## config.mk

```make
export PLATFORM = sky130hd
export DESIGN_NAME = ahb_lite_master
export DESIGN_NICKNAME = d
export VERILOG_FILES = /design/src/rtl/ahb_pkg.sv /design/src/rtl/ahb_lite_master.sv
export SDC_FILE = /design/constraint.sdc
export NUM_CORES = 1
export LEC_CHECK = 0
export ABC_AREA = 1
export BUFFER_PORTS_ARGS = -buffer_cell sky130_fd_sc_hd__buf_2
export CAP_MARGIN = 10
export CELL_PAD_IN_SITES_DETAIL_PLACEMENT = 0
export CELL_PAD_IN_SITES_GLOBAL_PLACEMENT = 1
export CORE_AREA = 2 2 141 143
export CTS_CLUSTER_SIZE = 8
export DETAILED_ROUTE_END_ITERATION = 10
export DIE_AREA = 0 0 143 145
export PLACE_DENSITY = 0.8
export SETUP_SLACK_MARGIN = 0.4
export SLEW_MARGIN = 20
export SYNTH_ARGS = -nofsm -noshare
export SYNTH_HDL_FRONTEND = slang
export SYNTH_SLANG_ARGS = --single-unit
```

## constraint.sdc

```tcl
create_clock -name hclk -period 4.3 [get_ports hclk]
set_clock_uncertainty 0.1 [all_clocks]
set_input_delay 0.215 -clock hclk [delete_from_list [all_inputs] [get_ports hclk]]
set_output_delay 0.215 -clock hclk [all_outputs]
set_load 0.01 [all_outputs]
```

## src/rtl/ahb_pkg.sv

```systemverilog
// ahb_pkg: AHB-Lite encodings shared by the master and the register slaves
package ahb_pkg;
  typedef enum logic [1:0] {
    HTRANS_IDLE   = 2'b00,
    HTRANS_BUSY   = 2'b01,
    HTRANS_NONSEQ = 2'b10,
    HTRANS_SEQ    = 2'b11
  } htrans_e;
  localparam logic [2:0] HSIZE_WORD      = 3'b010;
  localparam logic [2:0] HBURST_SINGLE   = 3'b000;
  localparam logic [1:0] HRESP_OKAY      = 2'b00;
  localparam logic [1:0] HRESP_ERROR     = 2'b01;
  localparam logic [3:0] HPROT_DATA_PRIV = 4'b0011;
endpackage

```

## src/rtl/ahb_lite_master.sv

```systemverilog
// ahb_lite_master: pipelined single-transfer AHB-Lite initiator fed by a valid/ready command stream
module ahb_lite_master
  import ahb_pkg::*;
#(
  parameter int ADDR_W   = 32,
  parameter int DATA_W   = 32,
  parameter int ERRCNT_W = 16
) (
  input  logic                hclk,
  input  logic                hreset,
  input  logic                cmd_valid,
  output logic                cmd_ready,
  input  logic                cmd_write,
  input  logic [ADDR_W-1:0]   cmd_addr,
  input  logic [DATA_W-1:0]   cmd_wdata,
  output logic                rsp_valid,
  output logic [DATA_W-1:0]   rsp_rdata,
  output logic                rsp_err,
  output logic [ERRCNT_W-1:0] err_count,
  output logic                busy,
  output logic [ADDR_W-1:0]   haddr,
  output logic [1:0]          htrans,
  output logic                hwrite,
  output logic [2:0]          hsize,
  output logic [2:0]          hburst,
  output logic [3:0]          hprot,
  output logic [DATA_W-1:0]   hwdata,
  input  logic [DATA_W-1:0]   hrdata,
  input  logic                hready,
  input  logic [1:0]          hresp
);
  logic              a_valid, a_write, d_valid, d_write;
  logic [DATA_W-1:0] a_wdata;
  logic              accept, rsp_fire, err_resp;
  assign cmd_ready = !a_valid || hready;
  assign accept    = cmd_valid && cmd_ready;
  assign rsp_fire  = d_valid && hready;
  assign err_resp  = hresp != HRESP_OKAY;
  assign busy      = a_valid || d_valid;
  assign htrans    = a_valid ? HTRANS_NONSEQ : HTRANS_IDLE;
  assign hwrite    = a_write;
  assign hsize     = HSIZE_WORD;
  assign hburst    = HBURST_SINGLE;
  assign hprot     = HPROT_DATA_PRIV;
  always_ff @(posedge hclk or posedge hreset) begin
    if (hreset) begin
      a_valid   <= 1'b0;
      a_write   <= 1'b0;
      a_wdata   <= '0;
      haddr     <= '0;
      d_valid   <= 1'b0;
      d_write   <= 1'b0;
      hwdata    <= '0;
      rsp_valid <= 1'b0;
      rsp_err   <= 1'b0;
      rsp_rdata <= '0;
      err_count <= '0;
    end else begin
      // A empty accepts regardless of hready; a full A only turns over on hready
      a_valid <= accept || (a_valid && !hready);
      if (accept) begin
        haddr   <= cmd_addr;
        a_write <= cmd_write;
        a_wdata <= cmd_wdata;
      end
      if (hready) begin
        d_valid <= a_valid;
        d_write <= a_write;
        if (a_valid && a_write) hwdata <= a_wdata;
      end
      rsp_valid <= rsp_fire;
      rsp_err   <= rsp_fire && err_resp;
      rsp_rdata <= (rsp_fire && !d_write && !err_resp) ? hrdata : '0;
      if (rsp_fire && err_resp && err_count != '1) err_count <= err_count + 1'b1;
    end
  end
endmodule

```

==> results of run 1 <==
-- area by class of cell --
type | instances | area, um^2
Fill cell | 1811 | 10300
Sequential cell | 150 | 3754
Timing Repair Buffer | 325 | 2135
Multi-Input combinational cell | 401 | 1738
Clock buffer | 20 | 446.7
Inverter | 90 | 341.6
Tap cell | 265 | 331.6
Clock inverter | 12 | 165.2
-- routing by layer --
layer | GRT usage | share of wire | vias to the layer above
met5 | 0 | 0 | -
met4 | 0.05792 | 0.018 | 0
met1 | 0.1927 | 0.42 | 2431
met2 | 0.2656 | 0.50 | 182
li1 | - | - | 2659
met3 | 0.05116 | 0.058 | 20
-- through the flow --
step | worst slack (ps) | total power [uW]
floorplan | 2096 | 2096
global placement | 2126 | 2362
detailed placement | 2074 | 2377
CTS | 2018 | 4028
global route | 1747 | 4194
finish | 2002 | 3966
-- power by group --
| part | switching (uW) | leakage (uW) | internal (uW) | total (uW) |
|---|---|---|---|---|
| combinational | 388 | 0.00277 | 308 | 696 |
| sequential | 106 | 0.00187 | 1610 | 1720 |
| clock | 610 | 0.000294 | 941 | 1550 |
| total | 1100 | 0.00494 | 2860 | 3970 |
-- timing repair --
action | CTS | global route
hold endpoints to repair | 106 | 0
setup buffers | 0 | 0
setup endpoints to repair | 0 | 0
hold buffers | 98 | 0
-- critical path: cells and delay by family --
family / cells / cell delay [ps]
AOI/OAI and AO/OA: 1 / 60
buffers and inverters: 3 / 1060
and+or+nand+nor: 3 / 990
-- placed cells by master (no fill, tap or decap), drive strengths merged --
master       instances
buf                227
nor3                 1
xnor2                3
or2                  1
inv                 94
conb                11
clkinvlp             3
clkinv               2
nand4                3
nand2              177
xor2                 3
dfrtp              150
clkbuf              20
dlygate4sd3         98
o21ai               37
nor2                83
bufinv               3
ha                   1
nand3               48
a21oi               33
-- state kept, by name (all words and copies together) (netlist names) --
register / count
rsp_err: 1
d_write: 1
rsp_rdata: 32
hwrite: 1
hwdata: 32
a_wdata: 32
haddr: 32
rsp_valid: 1
a_valid: 1
d_valid: 1
err_count: 16
-- path summary, 6_finish.rpt --
check,startpoint,to,cells after the start
hold reg to reg,haddr[15],haddr[15],2
hold / removal,cmd_addr[31],haddr[31],3
setup reg to reg,a_valid,a_wdata[1],6
max in group asynchronous,hreset,err_count[2],4
setup / recovery,hready,a_wdata[1],7
min in group asynchronous,hreset,haddr[20],3
-- cell families (layout without fill, tap and decap cells) --
kind of cell / count (synthesis) / after routing / synth area share
adders and majority gates: 1 / 1 / 0.002066
xor gates and xnor gates: 6 / 6 / 0.008681
and+or+nand+nor: 313 / 313 / 0.2083
AOI/OAI and AO/OA: 70 / 70 / 0.06034
other: 2 / 11 / 0.001240
buffers and inverters: 131 / 447 / 0.09940
DFF: 150 / 150 / 0.6200
==> metrics, run 1 <==
status=finished, final reports clean; CTS sink cnt=150; via/cell ratio=4.190; RSZ-0062 raised after global routing=no; routed len/inst=12.73 um; Synth top area share=0.6200; placed cell count=1,133; Core Area=19,210 um^2; final estimated routing congestion in global placement=0.7769; required time worst endpoint=4450 ps; post-synth top area cell=dfrtp_1; Rel. slew slack=0.3226; # IOs=232; Die Wd=143 um; endpoints failing hold=0; ys flop type=dfrtp_1; H-tree Lvls=4; Max Clock Freq=435.2 MHz; Slowest Stage Delay on Critical Path=580 ps; FFs w/ async S/R, synth=1.000; post-route setup TNS=0 ps; R2R Setup Slk=2040 ps; leakage power=0.004939 uW; Vias=5,292; fin crit period=2298 ps; Layout Cells excl Fill=1,263; Commonest cells post-synth=nand2_1 (174), dfrtp_1 (150), inv_1 (89); DP HPWL=10.25 mm; Die ar.=20,740 um^2; Chip Height=145 um; Hold Crit Class=input pin to register; antenna violations before repair=0; synthesized area=6055 um^2; Worst-path clk slew=60 ps; synth warn=0; most numerous cell in the Yosys netlist=nand2_1; synthesized instance count=673; kind of critical path=input pin to register; Starting Density=0.3152; layout cell share with drive strength beyond 1=0.2665; synth top area cells=dfrtp_1 (62%), nand2_1 (11%), inv_1 (5.5%), nor2_1 (5.1%), nand3_1 (4.0%); DR DRC count=0; final worst-path cycle share=0.5344; nets=1,089; TritonCTS Buffers=17; CTS resizes=0; DRT Pass-1 Iters=4; post-synthesis average cell area=8.996 um^2; row cnt=51; final instance area=8911 um^2; Cell variety after synth=24; Worst Max-Slew Pin Slew=1016 ps; GRT Util Overall=0.1596; final core occ=0.4639; GR Overflow Total=0; PwrDens=445.0 nW/um^2; Worst Setup Start Kind=input pin; ANT nets after route=0; Hold Slack=6.445 ps; Initial DRC Count=195; CP cell instances=dlygate4sd3_1 -> buf_2 -> or2_1 -> buf_4 -> nand2_4 -> nor2_1 -> a21oi_1; Inserted Diodes=0; Post-synth EDFFs=0; Synth Register Bits=150; largest net degree at the start of global routing=98; P&R area growth vs syn=47.18%; setup violators final=0; sequential area share after synthesis=0.6200; slowest stage cell, crit path=nand2_4; Clk Latency, worst-skew pair=420 ps; Worst EP arrival=2450 ps; first-pass GRT wire length=26.09 mm; placed cell area=7318 um^2; Worst Path Max Fanout=97; CTS Root Cell=clkbuf_16; CP endpoint kind=register; CTS tree=built; VDD IR max=0.2630 mV; Final Slew Violations=0; IO Port Bufs=220; Total Wirelength=16.08 mm; max cap viols=0; vias in the first global route=5,376; Clock Path Buffers=2
No activity file was read; power rests on OpenSTA's default activity.
==> run 2: changes to the inputs <==
==> constraint.sdc (replaced) <==
create_clock -name hclk -period 1.8 [get_ports hclk]
set_clock_uncertainty 0.1 [all_clocks]
set_input_delay 0.09 -clock hclk [delete_from_list [all_inputs] [get_ports hclk]]
set_output_delay 0.09 -clock hclk [all_outputs]
set_load 0.01 [all_outputs]
==> run 2 against run 1 <==
Against the previous run:
- utilization is 4.1 points higher
- design area is 8.9% higher
- first-iteration DRC count is 7.2% higher
- worst hold slack worse by 100 ps
- critical path depth is 2 higher
- sequential cell count stayed put
- sequential share of layout area is 3.4 points lower
- the run now ends with hold timing left
- total power is 140% higher
- worst setup slack worse by 1700 ps
- register-to-register slack worse by 1800 ps
- largest cell class unchanged
- combinational power grew to 2.9 times the previous value
- routed wire length is 12% higher
==> metrics, run 2 (synthesized netlist as in run 1, its figures left out) <==
status=complete, but fails checks; failing checks=hold timing; row cnt=51; largest net degree at the start of global routing=78; Worst Path Max Fanout=5; Worst EP arrival=1780 ps; Hold Buf Count CTS=103; PwrDens=985.7 nW/um^2; vias in the first global route=5,640; Layout Cells excl Fill=1,304; Critical path buffers and inverters=2; ANT nets after route=0; GRT Util Overall=0.1685; kind of critical path=register to register; cell family with the largest share of critical-path delay=flip-flops; placed cell count=1,141; Clock Path Buffers=2; post-route setup TNS=0 ps; Hold Slack=-94.74 ps; CP cell instances=ha_4 -> nand2_2 -> nor2_4 -> nand2_4 -> o21ai_4 -> buf_4 -> buf_6 -> nand2_1 -> nand2_1; DP HPWL=10.59 mm; Die ar.=20,740 um^2; final estimated routing congestion in global placement=0.7487; antenna violations before repair=0; H-tree Lvls=4; Starting Density=0.3152; routed len/inst=13.85 um; CP endpoint kind=register; worst reg2reg startpoint=err_count[0]; worst hold start=hready; final worst-path cycle share=0.8464; Clk Latency, worst-skew pair=410 ps; CP most frequent cell=nand2_1; leakage power=0.005259 uW; Initial DRC Count=209; Max Clock Freq=656.4 MHz; Slowest Stage Delay on Critical Path=410 ps; Chip Height=145 um; Worst Setup Start Kind=register; Core Area=19,210 um^2; most frequent cells in the layout=buf_2 (217), nand2_1 (157), dfrtp_1 (146); Inserted Diodes=0; commonest non-fill, non-tap cell in the layout=buf_2; Hold Crit Class=input pin to register; layout cell share with drive strength beyond 1=0.3455; fin worst setup slack=276.5 ps; DR DRC count=0; setup violators final=0; RSZ-0062 raised after global routing=yes; via/cell ratio=4.216; max cap viols=0; Die Wd=143 um; DRT Pass-1 Iters=4; Vias=5,498; # fillers=1,769; IO Port Bufs=220; Worst Setup SP=err_count[0]; TritonCTS Buffers=17; first-pass GRT wire length=27.95 mm; VDD IR max=0.7022 mV; CTS Root Cell=clkbuf_16; endpoints failing hold=3; CTS tree=built; # IOs=232; required time worst endpoint=2050 ps; Worst-path clk slew=70 ps; CTS sink cnt=150; GR Overflow Total=0; P&R area growth vs syn=60.22%; nets=1,130; Total Wirelength=18.06 mm; Final Slew Violations=0; Setup WS pre-CTS=116.9 ps; slowest stage cell, crit path=dfrtp_1; fin crit period=1524 ps
run 2: cell types whose count changed in the layout (fill, tap and decap cells not counted), moves of 5 or more:
cell and delta:
nor2_2 +8, a21oi_2 +5, nand3_1 -6, nand2_1 -17, nor2_1 -17, nand3_2 +6, buf_4 +12, nor2_4 +9
nand2_2 +14, dlygate4sd3_1 +5, a21oi_1 -5, buf_6 +12
run 2: path summary, 6_finish.rpt:
kind                       slack (ps)       endpoint  cells after the start
max                               280  err_count[13]                      9
max reg2reg                       280  err_count[13]                      9
max in group asynchronous         920      haddr[20]                      4
min                               -90        d_write                      2
min reg2reg                       370      haddr[29]                      2
min in group asynchronous         260      haddr[10]                      4
run 2: final cells by class:
class                   instances  area (um^2)  area share
clock buffers                  19        442.9     0.04566
clock inverters                13        138.9     0.01432
inverters                      90        341.6     0.03521
multi-input cells             402         1992      0.2053
flip-flops and latches        150         3759      0.3875
well taps                     265        331.6     0.03418
repair buffers                365         2695      0.2778
run 2: through the flow:
stage / total power (uW) / utilization / instance area, um^2
after floorplan: 5014 / - / 6113
after global placement: 5680 / 0.3877 / 7446
after detailed placement: 5720 / 0.3877 / 7446
after CTS: 9521 / 0.4837 / 9290
after global routing: 10110 / 0.5050 / 9701
final: 9562 / 0.5050 / 9701
run 2: routing by layer:
metal  vias to the layer above  GRT usage  share of wire
met1                      2583     0.2073           0.43
met4                         0    0.04653          0.013
li1                       2745          -              -
met5                         -          0              0
met2                       154     0.2919           0.51
met3                        16    0.04158          0.048
run 2: power by group:
group	switching, uW	total [uW]	leakage, uW	internal, uW
sequential	268	4120	0.00186	3850
combinational	1060	1990	0.00311	930
clock	1570	3450	0.000286	1880
total	2900	9560	0.00526	6670
run 2: timing repair:
item	4_1_cts	5_1_grt
gates resized for setup	26	63
setup endpoints to repair	72	69
hold endpoints to repair	252	3
pin swaps	6	12
cloned	2	7
setup buffers	11	8
